<file path="src/rtl/vga_cmd_queue_pkg.sv">
// Shared VGA controller definitions (package vga_pkg).
// Holds the CPU-visible register-select codes, the command width and the
// packed command layout {reg[10:8], data[7:0]} used by the write queue.
package vga_pkg;

    localparam logic [2:0] CTRL_REG      = 3'd0;
    localparam logic [2:0] ADDR_LOW_REG  = 3'd1;
    localparam logic [2:0] ADDR_HIGH_REG = 3'd2;
    localparam logic [2:0] DATA_REG      = 3'd3;
    localparam logic [2:0] IEN_REG       = 3'd4;
    localparam logic [2:0] INTR_REG      = 3'd5;
    localparam logic [2:0] HSCROLL_REG   = 3'd6;
    localparam logic [2:0] VSCROLL_REG   = 3'd7;

    localparam int CMD_W = 11;

    // Field order gives the packed layout {regsel[10:8], data[7:0]}.
    typedef struct packed {
        logic [2:0] regsel;
        logic [7:0] data;
    } cmd_t;

    function automatic cmd_t make_cmd(input logic [2:0] regsel, input logic [7:0] data);
        cmd_t c;
        c.regsel = regsel;
        c.data   = data;
        return c;
    endfunction

endpackage

</file>
<file path="src/rtl/vga_cmd_queue_if.sv">
// Command handshake between the CPU write queue and the register/framebuffer
// write state machine.
//   cmd_valid : head command available (producer -> consumer)
//   cmd_ready : consumer accepts the head command (consumer -> producer)
//   cmd_reg   : head command register select
//   cmd_data  : head command data
// Handshake: a command transfers on every rising CLK_FAST edge where
// cmd_valid and cmd_ready are both 1. While cmd_valid is 1 and cmd_ready is 0
// the producer holds cmd_reg/cmd_data stable; cmd_valid never drops without a
// transfer except on reset. The consumer may raise cmd_ready at any time.
interface vga_cmd_queue_if;
    logic       cmd_valid;
    logic       cmd_ready;
    logic [2:0] cmd_reg;
    logic [7:0] cmd_data;

    modport master (output cmd_valid, output cmd_reg, output cmd_data, input cmd_ready);
    modport slave  (input cmd_valid, input cmd_reg, input cmd_data, output cmd_ready);
endinterface

</file>
<file path="src/rtl/vga_cmd_queue_bit_sync.sv">
// Single-bit synchronizer: STAGES flops in series on clk.
//   clk, rst : clock and synchronous active-high reset
//   d        : asynchronous input
//   q        : synchronized output, RST_VAL while in reset
module bit_sync #(
    parameter int   STAGES  = 2,
    parameter logic RST_VAL = 1'b0
) (
    input  logic clk,
    input  logic rst,
    input  logic d,
    output logic q
);

    logic [STAGES-1:0] chain;

    always_ff @(posedge clk) begin
        if (rst) begin
            chain <= {STAGES{RST_VAL}};
        end else begin
            chain <= {chain[STAGES-2:0], d};
        end
    end

    assign q = chain[STAGES-1];

endmodule

</file>
<file path="src/rtl/vga_cmd_queue.sv">
// CPU-bus front end of the VGA controller. Samples the asynchronous 6502 bus
// in the CLK_FAST domain, detects completed register writes and queues them
// as {REG, DATA} commands for the downstream write state machine.
//   CLK_FAST, RESET            : clock, synchronous active-high reset
//   CLK_CPU, EN, RW, REG, DATA : asynchronous 6502 bus (EN active low, RW 0 = write)
//   cmd                        : head-of-queue valid/ready handshake (master side)
//   count, full                : occupancy 0..2**DEPTH_LOG2, and count at maximum
//   overflow, clear_overflow   : sticky dropped-write flag and its clear
module vga_cmd_queue
    import vga_pkg::*;
#(
    parameter int DEPTH_LOG2  = 4,
    parameter int SYNC_STAGES = 2
) (
    input  logic                  CLK_FAST,
    input  logic                  RESET,
    input  logic                  CLK_CPU,
    input  logic                  EN,
    input  logic                  RW,
    input  logic [2:0]            REG,
    input  logic [7:0]            DATA,
    vga_cmd_queue_if.master       cmd,
    output logic [DEPTH_LOG2:0]   count,
    output logic                  full,
    output logic                  overflow,
    input  logic                  clear_overflow
);

    localparam int                  DEPTH   = 1 << DEPTH_LOG2;
    localparam logic [DEPTH_LOG2:0] DEPTH_C = {1'b1, {DEPTH_LOG2{1'b0}}};

    logic clk_s, en_s, rw_s, clk_d;
    logic wr_q, fall, wr_pend;
    logic push, pop, push_ok;
    cmd_t shadow, head;

    cmd_t                  mem [DEPTH];
    logic [DEPTH_LOG2-1:0] wr_ptr, rd_ptr;

    // Reset values model an idle bus: PHI2 low, deselected, read.
    bit_sync #(.STAGES(SYNC_STAGES), .RST_VAL(1'b0)) u_sync_clk (
        .clk(CLK_FAST), .rst(RESET), .d(CLK_CPU), .q(clk_s)
    );
    bit_sync #(.STAGES(SYNC_STAGES), .RST_VAL(1'b1)) u_sync_en (
        .clk(CLK_FAST), .rst(RESET), .d(EN), .q(en_s)
    );
    bit_sync #(.STAGES(SYNC_STAGES), .RST_VAL(1'b1)) u_sync_rw (
        .clk(CLK_FAST), .rst(RESET), .d(RW), .q(rw_s)
    );

    // REG/DATA are only looked at while the synchronized controls say a write
    // is in its PHI2-high phase; by then the bus value has long settled.
    assign wr_q = clk_s & ~en_s & ~rw_s;
    assign fall = clk_d & ~clk_s;
    assign push = fall & wr_pend;

    always_ff @(posedge CLK_FAST) begin
        if (RESET) begin
            clk_d   <= 1'b0;
            wr_pend <= 1'b0;
            shadow  <= '0;
        end else begin
            clk_d <= clk_s;
            if (wr_q) begin
                shadow <= make_cmd(REG, DATA);
            end
            // wr_q is 0 whenever fall is 1, so the two never compete.
            if (fall) begin
                wr_pend <= 1'b0;
            end else if (wr_q) begin
                wr_pend <= 1'b1;
            end
        end
    end

    // A full queue still takes a push when the head leaves in the same cycle.
    assign pop     = cmd.cmd_valid & cmd.cmd_ready;
    assign push_ok = push & ((count != DEPTH_C) | pop);

    always_ff @(posedge CLK_FAST) begin
        if (RESET) begin
            for (int i = 0; i < DEPTH; i++) begin
                mem[i] <= '0;
            end
        end else if (push_ok) begin
            mem[wr_ptr] <= shadow;
        end
    end

    always_ff @(posedge CLK_FAST) begin
        if (RESET) begin
            wr_ptr   <= '0;
            rd_ptr   <= '0;
            count    <= '0;
            overflow <= 1'b0;
        end else begin
            if (push_ok) begin
                wr_ptr <= wr_ptr + 1'b1;
            end
            if (pop) begin
                rd_ptr <= rd_ptr + 1'b1;
            end
            case ({push_ok, pop})
                2'b10:   count <= count + 1'b1;
                2'b01:   count <= count - 1'b1;
                default: count <= count;
            endcase
            // A drop in the same cycle as a clear leaves the flag set.
            if (push & ~push_ok) begin
                overflow <= 1'b1;
            end else if (clear_overflow) begin
                overflow <= 1'b0;
            end
        end
    end

    assign head          = mem[rd_ptr];
    assign cmd.cmd_valid = (count != '0);
    assign cmd.cmd_reg   = head.regsel;
    assign cmd.cmd_data  = head.data;
    assign full          = (count == DEPTH_C);

endmodule
</file>
<file path="src/flat_wrapper.sv">
// flat-port wrapper written by rule: the top's interface ports become plain ports
module vga_cmd_queue_flat import vga_pkg::*;
#(
    parameter int DEPTH_LOG2  = 4,
    parameter int SYNC_STAGES = 2
)
  (CLK_FAST, RESET, CLK_CPU, EN, RW, REG, DATA, count, full, overflow, clear_overflow, cmd_cmd_valid, cmd_cmd_reg, cmd_cmd_data, cmd_cmd_ready);
  vga_cmd_queue_if cmd_i ();
  input  logic CLK_FAST;
  input  logic RESET;
  input  logic CLK_CPU;
  input  logic EN;
  input  logic RW;
  input  logic [2:0] REG;
  input  logic [7:0] DATA;
  output logic [DEPTH_LOG2:0] count;
  output logic full;
  output logic overflow;
  input  logic clear_overflow;
  output wire logic [$bits(cmd_i.cmd_valid)-1:0] cmd_cmd_valid;
  output wire logic [$bits(cmd_i.cmd_reg)-1:0] cmd_cmd_reg;
  output wire logic [$bits(cmd_i.cmd_data)-1:0] cmd_cmd_data;
  input wire logic [$bits(cmd_i.cmd_ready)-1:0] cmd_cmd_ready;
  assign cmd_cmd_valid = cmd_i.cmd_valid;
  assign cmd_cmd_reg = cmd_i.cmd_reg;
  assign cmd_cmd_data = cmd_i.cmd_data;
  assign cmd_i.cmd_ready = cmd_cmd_ready;
  vga_cmd_queue #(.DEPTH_LOG2(DEPTH_LOG2), .SYNC_STAGES(SYNC_STAGES)) u_core (.CLK_FAST(CLK_FAST), .RESET(RESET), .CLK_CPU(CLK_CPU), .EN(EN), .RW(RW), .REG(REG), .DATA(DATA), .cmd(cmd_i), .count(count), .full(full), .overflow(overflow), .clear_overflow(clear_overflow));
endmodule
</file>
<file path="config.mk">
export PLATFORM = sky130hd
export DESIGN_NAME = vga_cmd_queue_flat
export DESIGN_NICKNAME = d
export VERILOG_FILES = /design/src/rtl/vga_cmd_queue_pkg.sv /design/src/rtl/vga_cmd_queue_if.sv /design/src/rtl/vga_cmd_queue_bit_sync.sv /design/src/rtl/vga_cmd_queue.sv /design/src/flat_wrapper.sv
export SDC_FILE = /design/constraint.sdc
export NUM_CORES = 1
export LEC_CHECK = 0
export ABC_AREA = 1
export BUFFER_PORTS_ARGS = -buffer_cell sky130_fd_sc_hd__clkbuf_2
export CORE_ASPECT_RATIO = 1.4
export CORE_UTILIZATION = 45
export DETAILED_ROUTE_END_ITERATION = 8
export PLACE_DENSITY_LB_ADDON = 0.15
export SKIP_CTS_REPAIR_TIMING = 1
export SLEW_MARGIN = 5
export SYNTH_ARGS = -nofsm -noshare
export SYNTH_HDL_FRONTEND = slang
export SYNTH_HIERARCHICAL = 1
export SYNTH_SLANG_ARGS = --single-unit
</file>
<file path="constraint.sdc">
create_clock -name CLK_FAST -period 2.1 [get_ports CLK_FAST]
set_clock_uncertainty 0.05 [all_clocks]
set_input_delay 0.42 -clock CLK_FAST [delete_from_list [all_inputs] [get_ports CLK_FAST]]
set_output_delay 0.42 -clock CLK_FAST [all_outputs]
set_load 0.005 [all_outputs]
</file>
==> impl_metrics.json, run 1 <==
{
  "setup_ws_ps": -314,
  "grt_overflow": 0,
  "yosys_warnings": 6,
  "cts.path.max_buffers": 3,
  "cts_buffers": 22,
  "wirelength_um": 24600,
  "fin_crit_sh_pct": 115,
  "synth_fp_nets": 1024,
  "insertion_delay_ps": 500,
  "num_rows": 63,
  "vias": 7060,
  "yosys.area.top_type_share_pct": 53.3,
  "drive_gt1_share_pct": 21.3,
  "cp.required_ps": 1630,
  "outcome": "complete, but fails checks",
  "max_slew_margin_pct": 52.9,
  "drt-wirelength-per-cell_um": 18.0,
  "io_pins": 37,
  "die_area_mm2": 0.0226,
  "antenna_cells": 0,
  "grt_pass1_vias": 6557,
  "grt_setup_unrepaired": "true",
  "start_util_pct": 46.4,
  "criticalPathCategory": "flop to primary output",
  "max_clock_freq_mhz": 414,
  "final_nets": 1088,
  "synth_common_cells": "edfxtp_1, nor2_1, inv_1",
  "synth-seq-area-share_pct": 60.8,
  "routabilityCongestion": 0.811,
  "syn_inst": 997,
  "slew_viol_final": 0,
  "setup_tns_ps": -2820,
  "peakVddDrop_v": 0.000627,
  "cp-start-kind": "flop",
  "viasPerCell": 5.16,
  "synth-main-ff-cell": "edfxtp_1",
  "area_growth_pct": 18.5,
  "globalRouteTotalUtil_pct": 21.4,
  "die_w_um": 127,
  "yosysMostFrequentCell": "edfxtp_1",
  "route.detailed.drc": 0,
  "root_buffer": "clkbuf_16",
  "tritoncts": "built",
  "cts.htree.levels": 1,
  "first_iter_violations": 601,
  "synth_area_mm2": 0.00991,
  "synth.largest_area_cell": "edfxtp_1",
  "pwr_density_cell_mw_per_mm2": 1030,
  "avgSynthCellArea_um2": 9.94,
  "dp_hpwl_um": 15800,
  "cp_max_fo": 23,
  "core-area_mm2": 0.0214,
  "synth_seq_cells": 213,
  "hp-class": "input port to flop",
  "setup_viol": 11,
  "total_power_mw": 12.1,
  "period_needed_ps": 2410,
  "grt_max_degree": 47,
  "antenna_found_initial": 0,
  "tightest_slew_ps": 702,
  "firstDrtPassIters": 5,
  "async_reset_ff_share_pct": 0,
  "drtAntennaViolNets": 0,
  "critPathCaptureType": "primary output",
  "fp.dieH_um": 178,
  "synth_cell_types": 30,
  "finalHoldViolations": 0,
  "synth_edf_count": 176,
  "cp.arrival_ps": 1940,
  "max_cap_viol_count": 0,
  "synth_area_leaders": "edfxtp_1, dfxtp_1, nor2_1",
  "portBuffers": 36,
  "violations": "negative setup slack",
  "clkSlewWorstSetupHoldPaths_ps": 60,
  "cts.sinks": 213,
  "grt_pass1_wl_um": 36500,
  "p_leak_nw": 4.48
}
==> worst max-delay path, stage by stage, from the launching register on <==
cell and delay, ps:
dfxtp_4 380, buf_4 170, clkbuf_16 190, o21ai_1 290
nand3_1 140, nand3_2 110, nand2_1 60, clkbuf_2 110
==> final timing paths <==
| kind | startpoint | to | slack (ps) | cells past startpoint |
|---|---|---|---|---|
| max | flop | cmd_cmd_reg[1] | -310 | 7 |
| min | EN | u_core/u_sync_en/chain[0] | 40 | 3 |
| max reg2reg | u_core/count[0] | u_core/mem[8][9] | 150 | 10 |
| min reg2reg | u_core/u_sync_clk/chain[0] | u_core/u_sync_clk/chain[1] | 350 | 2 |
==> power breakdown <==
group	switching, mW	internal (mW)	leakage [nW]
logic	1.79	1.29	1.99
registers	0.157	4.76	2.12
clock network	1.60	2.47	0.375
==> state kept, by name, indices dropped and copies added, names as in the netlist, named ones only <==
name                     flops
u_core/mem                 176
u_core/count                 5
u_core/rd_ptr                4
u_core/u_sync_rw/chain       2
u_core/u_sync_en/chain       2
u_core/clk_d                 1
u_core/shadow               11
u_core/overflow              1
u_core/wr_ptr                4
u_core/u_sync_clk/chain      2
u_core/wr_pend               1
==> cells by family after synthesis <==
family	synth area share, %
AOI/OAI and AO/OA	9.77
xor gates and xnor gates	0.265
adders and majority gates	1.21
buffers and inverters	9.10
DFF	60.8
and+or+nand+nor	18.8
==> final cells by class <==
cell class,instances,area (um2)
inverters,134,512
multi-input cells,582,3100
fillers,1930,9620
repair buffers,107,971
clock inverters,10,126
flip-flops and latches,213,6030
clock buffers,30,632
well taps,292,365
repair inverters,1,7.51
==> stage by stage <==
step	cells	setup WS, ps	hold WS, ps	instance area (um2)	utilization (%)
after CTS	1357	-445	23.1	11500	53.7
after global placement	1317	77.0	342	10700	50.1
after floorplan	997	168	337	9910	-
after global routing	1369	-402	35.7	11700	55.0
after detailed placement	1317	72.3	347	10700	50.1
final	1369	-314	39.7	11700	55.0
==> layer usage <==
metal | part of all wire (%) | up-vias | GRT usage [%]
met3 | 6.0 | 54 | 3.44
met5 | 0 | - | 0
met1 | 41 | 3348 | 26.5
met2 | 50 | 216 | 37.4
met4 | 3.3 | 0 | 8.23
li1 | - | 3442 | -
==> cell usage in the layout (no fill, tap or decap), drive strengths merged <==
cell      Yosys  layout
nor2        205     205
edfxtp      176     176
inv         123     122
nand2       106     106
nand3        85      85
clkbuf       19      69
buf          40      68
a21oi        64      64
o21ai        62      62
o211ai       44      44
dfxtp        37      37
clkinv       11      18
ha            8       8
bufinv        0       3
clkinvlp      0       2
xor2          2       2
nand4         2       2
or3           1       1
xnor2         1       1
o21bai        1       1
fa            1       1
No activity file was read; power rests on OpenSTA's default activity.
==> run 2, diff against run 1 <==
--- a/config.mk
+++ b/config.mk
@@ -12,7 +12,6 @@
 export DETAILED_ROUTE_END_ITERATION = 8
 export PLACE_DENSITY_LB_ADDON = 0.15
 export SKIP_CTS_REPAIR_TIMING = 1
-export SLEW_MARGIN = 5
 export SYNTH_ARGS = -nofsm -noshare
 export SYNTH_HDL_FRONTEND = slang
 export SYNTH_HIERARCHICAL = 1
==> constraint.sdc (replaced) <==
create_clock -name CLK_FAST -period 2.1 [get_ports CLK_FAST]
set_clock_uncertainty 0.05 [all_clocks]
set_input_delay 0.21 -clock CLK_FAST [delete_from_list [all_inputs] [get_ports CLK_FAST]]
set_output_delay 0.21 -clock CLK_FAST [all_outputs]
set_load 0.005 [all_outputs]
==> impl_metrics.json, run 2 (synthesized netlist as in run 1, its figures left out) <==
{
  "cts.htree.levels": 1,
  "max_clock_freq_mhz": 457,
  "placed_cell_area_mm2": 0.0106,
  "most-common-layout-cells": "edfxtp_1, nor2_1, inv_1",
  "total_power_mw": 12.0,
  "fill_cells": 1888,
  "peakVddDrop_v": 0.000657,
  "dp_hpwl_um": 15200,
  "fp.dieH_um": 178,
  "area_growth_pct": 20.1,
  "finalHoldViolations": 2,
  "first_iter_violations": 536,
  "critPathCaptureType": "primary output",
  "core-area_mm2": 0.0214,
  "max_cap_viol_count": 0,
  "wirelength_um": 25300,
  "portBuffers": 36,
  "hp-class": "input port to flop",
  "cpMostUsedCell": "nand3_1",
  "grt_pass1_vias": 6639,
  "firstDrtPassIters": 5,
  "largest_register": "u_core/mem",
  "pwr_density_cell_mw_per_mm2": 1010,
  "globalRouteMet3Util_pct": 2.50,
  "grt_use_met1_pct": 26.1,
  "grt_overflow": 0,
  "crit_chain": "buf_6, nand3_1, nand3_1, nand2_2, clkbuf_2",
  "cpPeakStageDelay_ps": 560,
  "antenna_cells": 0,
  "top_regs": "u_core/mem: 176 flops, u_core/shadow: 11 flops, u_core/count: 5 flops",
  "num_rows": 63,
  "cp_slowest_cell": "dfxtp_1",
  "die_w_um": 127,
  "period_needed_ps": 2190,
  "drtAntennaViolNets": 0,
  "viasPerCell": 5.18,
  "antenna_found_initial": 0,
  "setup_ws_ps": -87.8,
  "max_slew_margin_pct": 62.4,
  "globalRouteTotalUtil_pct": 21.2,
  "drive_gt1_share_pct": 23.2,
  "grt.busiest_layer": "met2",
  "grt_setup_unrepaired": "true",
  "met2_usage_pct": 37.9,
  "cts_buffers": 21,
  "setup_tns_ps": -545,
  "start_util_pct": 46.4,
  "tightest_slew_ps": 563,
  "clkSlewWorstSetupHoldPaths_ps": 60,
  "multi_input_area_mm2": 0.00317,
  "fin_crit_sh_pct": 104,
  "die_area_mm2": 0.0226,
  "cp-start-kind": "flop",
  "violations": "negative hold slack, negative setup slack",
  "tritoncts": "built",
  "vias": 7168,
  "slew_viol_final": 0,
  "criticalPathCategory": "flop to primary output",
  "largest_reg_flops": 176,
  "cts.sinks": 213,
  "cp.required_ps": 1840,
  "outcome": "complete, but fails checks",
  "drt-wirelength-per-cell_um": 18.3,
  "insertion_delay_ps": 500,
  "hold_slack_ps": -37.7,
  "root_buffer": "clkbuf_16",
  "routabilityCongestion": 0.783,
  "route.detailed.drc": 0,
  "stdcell_area_mm2": 0.0119,
  "setup_viol": 11,
  "final_nets": 1103,
  "cp_max_fo": 22,
  "seq_area_mm2": 0.00603,
  "p_leak_nw": 4.55,
  "cts.path.max_buffers": 3,
  "io_pins": 37,
  "grt_max_degree": 73,
  "final_common_cell": "edfxtp_1",
  "cp.arrival_ps": 1930,
  "grt_pass1_wl_um": 36200
}
==> run 2: cell type report <==
| cell class | count | share of cell area (%) |
|---|---|---|
| Multi-Input combinational cell | 582 | 26.6 |
| Clock buffer | 29 | 5.34 |
| Tap cell | 292 | 3.07 |
| Clock inverter | 9 | 0.389 |
| Timing Repair Buffer | 123 | 9.50 |
| Sequential cell | 213 | 50.7 |
| Timing Repair inverter | 1 | 0.0631 |
| Inverter | 134 | 4.30 |
==> run 2: worst max-delay path, delay by kind of cell (launching register included) <==
family                 cells  cell delay, ps
flip-flops                 1             560
AND/OR/NAND/NOR            3             450
buffers and inverters      2             400
==> run 2: metal layers <==
| metal | vias to the layer above | wire length [um] |
|---|---|---|
| met5 | - | 0 |
| met1 | 3414 | 10100 |
| met2 | 229 | 13100 |
| met4 | 0 | 704 |
| met3 | 50 | 1340 |
| li1 | 3475 | - |
==> run 2: power breakdown <==
group | switching (mW) | total (mW) | internal [mW]
registers | 0.176 | 4.94 | 4.76
clock network | 1.57 | 3.69 | 2.12
logic | 1.96 | 3.40 | 1.45
total | 3.70 | 12.0 | 8.33
==> run 2: metrics by stage <==
step	setup slack [ps]	hold WS (ps)	util [%]	cells
after floorplan	168	229	-	997
final	-87.8	-37.7	55.7	1383
after global routing	-176	12.0	55.7	1383
after global placement	133	334	49.5	1312
after detailed placement	106	339	49.5	1312
after CTS	-181	-193	52.7	1350
==> run 2: final timing paths <==
path / startpoint / endpoint / slack, ps / cells past startpoint
worst min register to register: u_core/u_sync_clk/chain[0] / u_core/u_sync_clk/chain[1] / 360 / 2
worst max register to register: u_core/count[2] / u_core/count[4] / 180 / 11
worst max-delay path: flop / cmd_cmd_data[1] / -90 / 5
worst min-delay path: DATA[6] / u_core/shadow[6] / -40 / 3
==> run 3, diff against run 2 <==
==> constraint.sdc (replaced) <==
create_clock -name CLK_FAST -period 2.4 [get_ports CLK_FAST]
set_clock_uncertainty 0.05 [all_clocks]
set_input_delay 0.24 -clock CLK_FAST [delete_from_list [all_inputs] [get_ports CLK_FAST]]
set_output_delay 0.24 -clock CLK_FAST [all_outputs]
set_load 0.005 [all_outputs]
==> impl_metrics.json, run 3 (synthesized netlist as in run 1, its figures left out) <==
{
  "stdcell_area_mm2": 0.0112,
  "criticalPathCategory": "flop to primary output",
  "pwr_density_cell_mw_per_mm2": 893,
  "grt_overflow": 0,
  "num_rows": 63,
  "setup_ws_ps": 103,
  "hp-class": "input port to flop",
  "hold_slack_ps": -23.1,
  "grt_setup_unrepaired": "false",
  "globalRouteTotalUtil_pct": 21.8,
  "cp_max_fo": 88,
  "fin_crit_sh_pct": 95.7,
  "max_cap_viol_count": 0,
  "tightest_slew_ps": 699,
  "cts.path.max_buffers": 3,
  "core-area_mm2": 0.0214,
  "die_area_mm2": 0.0226,
  "area_growth_pct": 13.1,
  "drt-wirelength-per-cell_um": 17.9,
  "placed_cell_area_mm2": 0.0104,
  "total_power_mw": 10.0,
  "slew_viol_final": 0,
  "grt_max_degree": 89,
  "largest_reg_flops": 176,
  "drive_gt1_share_pct": 16.2,
  "fin_cells": 1340,
  "setup_tns_ps": 0,
  "fill_cells": 1990,
  "wirelength_um": 24000,
  "grt_pass1_vias": 6639,
  "place_inst": 1292,
  "root_buffer": "clkbuf_16",
  "die_w_um": 127,
  "violations": "negative hold slack",
  "start_util_pct": 46.4,
  "largest_register": "u_core/mem",
  "antenna_cells": 0,
  "seq_area_mm2": 0.00603,
  "clkSlewWorstSetupHoldPaths_ps": 60,
  "finalHoldViolations": 7,
  "multi_input_area_mm2": 0.00299,
  "peakVddDrop_v": 0.000595,
  "cts.htree.levels": 1,
  "final_util_pct": 52.5,
  "cp.arrival_ps": 2010,
  "vias": 6853,
  "holdCritStartpoint": "DATA[0]",
  "portBuffers": 36,
  "viasPerCell": 5.11,
  "max_slew_margin_pct": 53.1,
  "fp.dieH_um": 178,
  "dp_hpwl_um": 15500,
  "final_nets": 1059,
  "p_leak_nw": 4.26,
  "first_iter_violations": 607,
  "route.detailed.drc": 0,
  "setup_viol": 0,
  "top_regs": "u_core/mem: 176 flops, u_core/shadow: 11 flops, u_core/count: 5 flops",
  "rr_startpoint": "u_core/count[0]",
  "critPathCaptureType": "primary output",
  "firstDrtPassIters": 6,
  "cp.required_ps": 2110,
  "cts.sinks": 213,
  "tritoncts": "built",
  "outcome": "complete, but fails checks",
  "max_clock_freq_mhz": 435,
  "final_common_cell": "edfxtp_1",
  "cts_buffers": 22,
  "insertion_delay_ps": 500,
  "antenna_found_initial": 0,
  "cp-start-kind": "flop",
  "dp_slack_ps": 278,
  "drtAntennaViolNets": 0,
  "most-common-layout-cells": "edfxtp_1, nor2_1, inv_1",
  "io_pins": 37,
  "period_needed_ps": 2300,
  "grt_pass1_wl_um": 37100,
  "routabilityCongestion": 0.792
}
[run 3: cell types whose count changed in the layout (fill, tap and decap cells not counted), sizes merged]
cell / previous run / this run
buf: 66 / 37
bufinv: 0 / 1
clkbuf: 73 / 71
clkinv: 19 / 15
clkinvlp: 2 / 1
dlygate4sd3: 13 / 6
inv: 123 / 122
[run 3: worst max-delay path: stages, from the launching register on]
cell and delay (ps):
dfxtp_2 340, buf_12 290, o211ai_1 220, nand3_1 140, nand3_1 100, nand2_1 170, clkbuf_2 140
[run 3: final cells by class]
type,instances,share of cell area [%]
multi-input cells,582,26.7
inverters,134,4.57
flip-flops and latches,213,53.8
clock buffers,35,6.18
repair buffers,79,5.07
clock inverters,5,0.447
well taps,292,3.26
[run 3: path summary, 6_finish.rpt]
check	endpoint	slack (ps)	cells past startpoint
worst max-delay path	cmd_cmd_reg[2]	100	6
worst min-delay path	u_core/shadow[0]	-20	3
worst max register to register	u_core/mem[12][4]	280	8
worst min register to register	u_core/u_sync_clk/chain[1]	350	2
[run 3: metal layers]
layer	track usage (%)	part of all wire (%)	up-vias	wire length [um]
li1	-	-	3375	-
met1	28.2	42	3242	9980
met2	38.3	51	196	12200
met3	2.59	5.0	40	1200
met4	6.80	2.4	0	566
met5	0	0	-	0
[run 3: report_power, final]
group | internal, mW | total [mW] | switching, mW
clock network | 2.08 | 3.45 | 1.36
logic | 0.815 | 2.27 | 1.46
registers | 4.16 | 4.29 | 0.123
total | 7.06 | 10.0 | 2.95
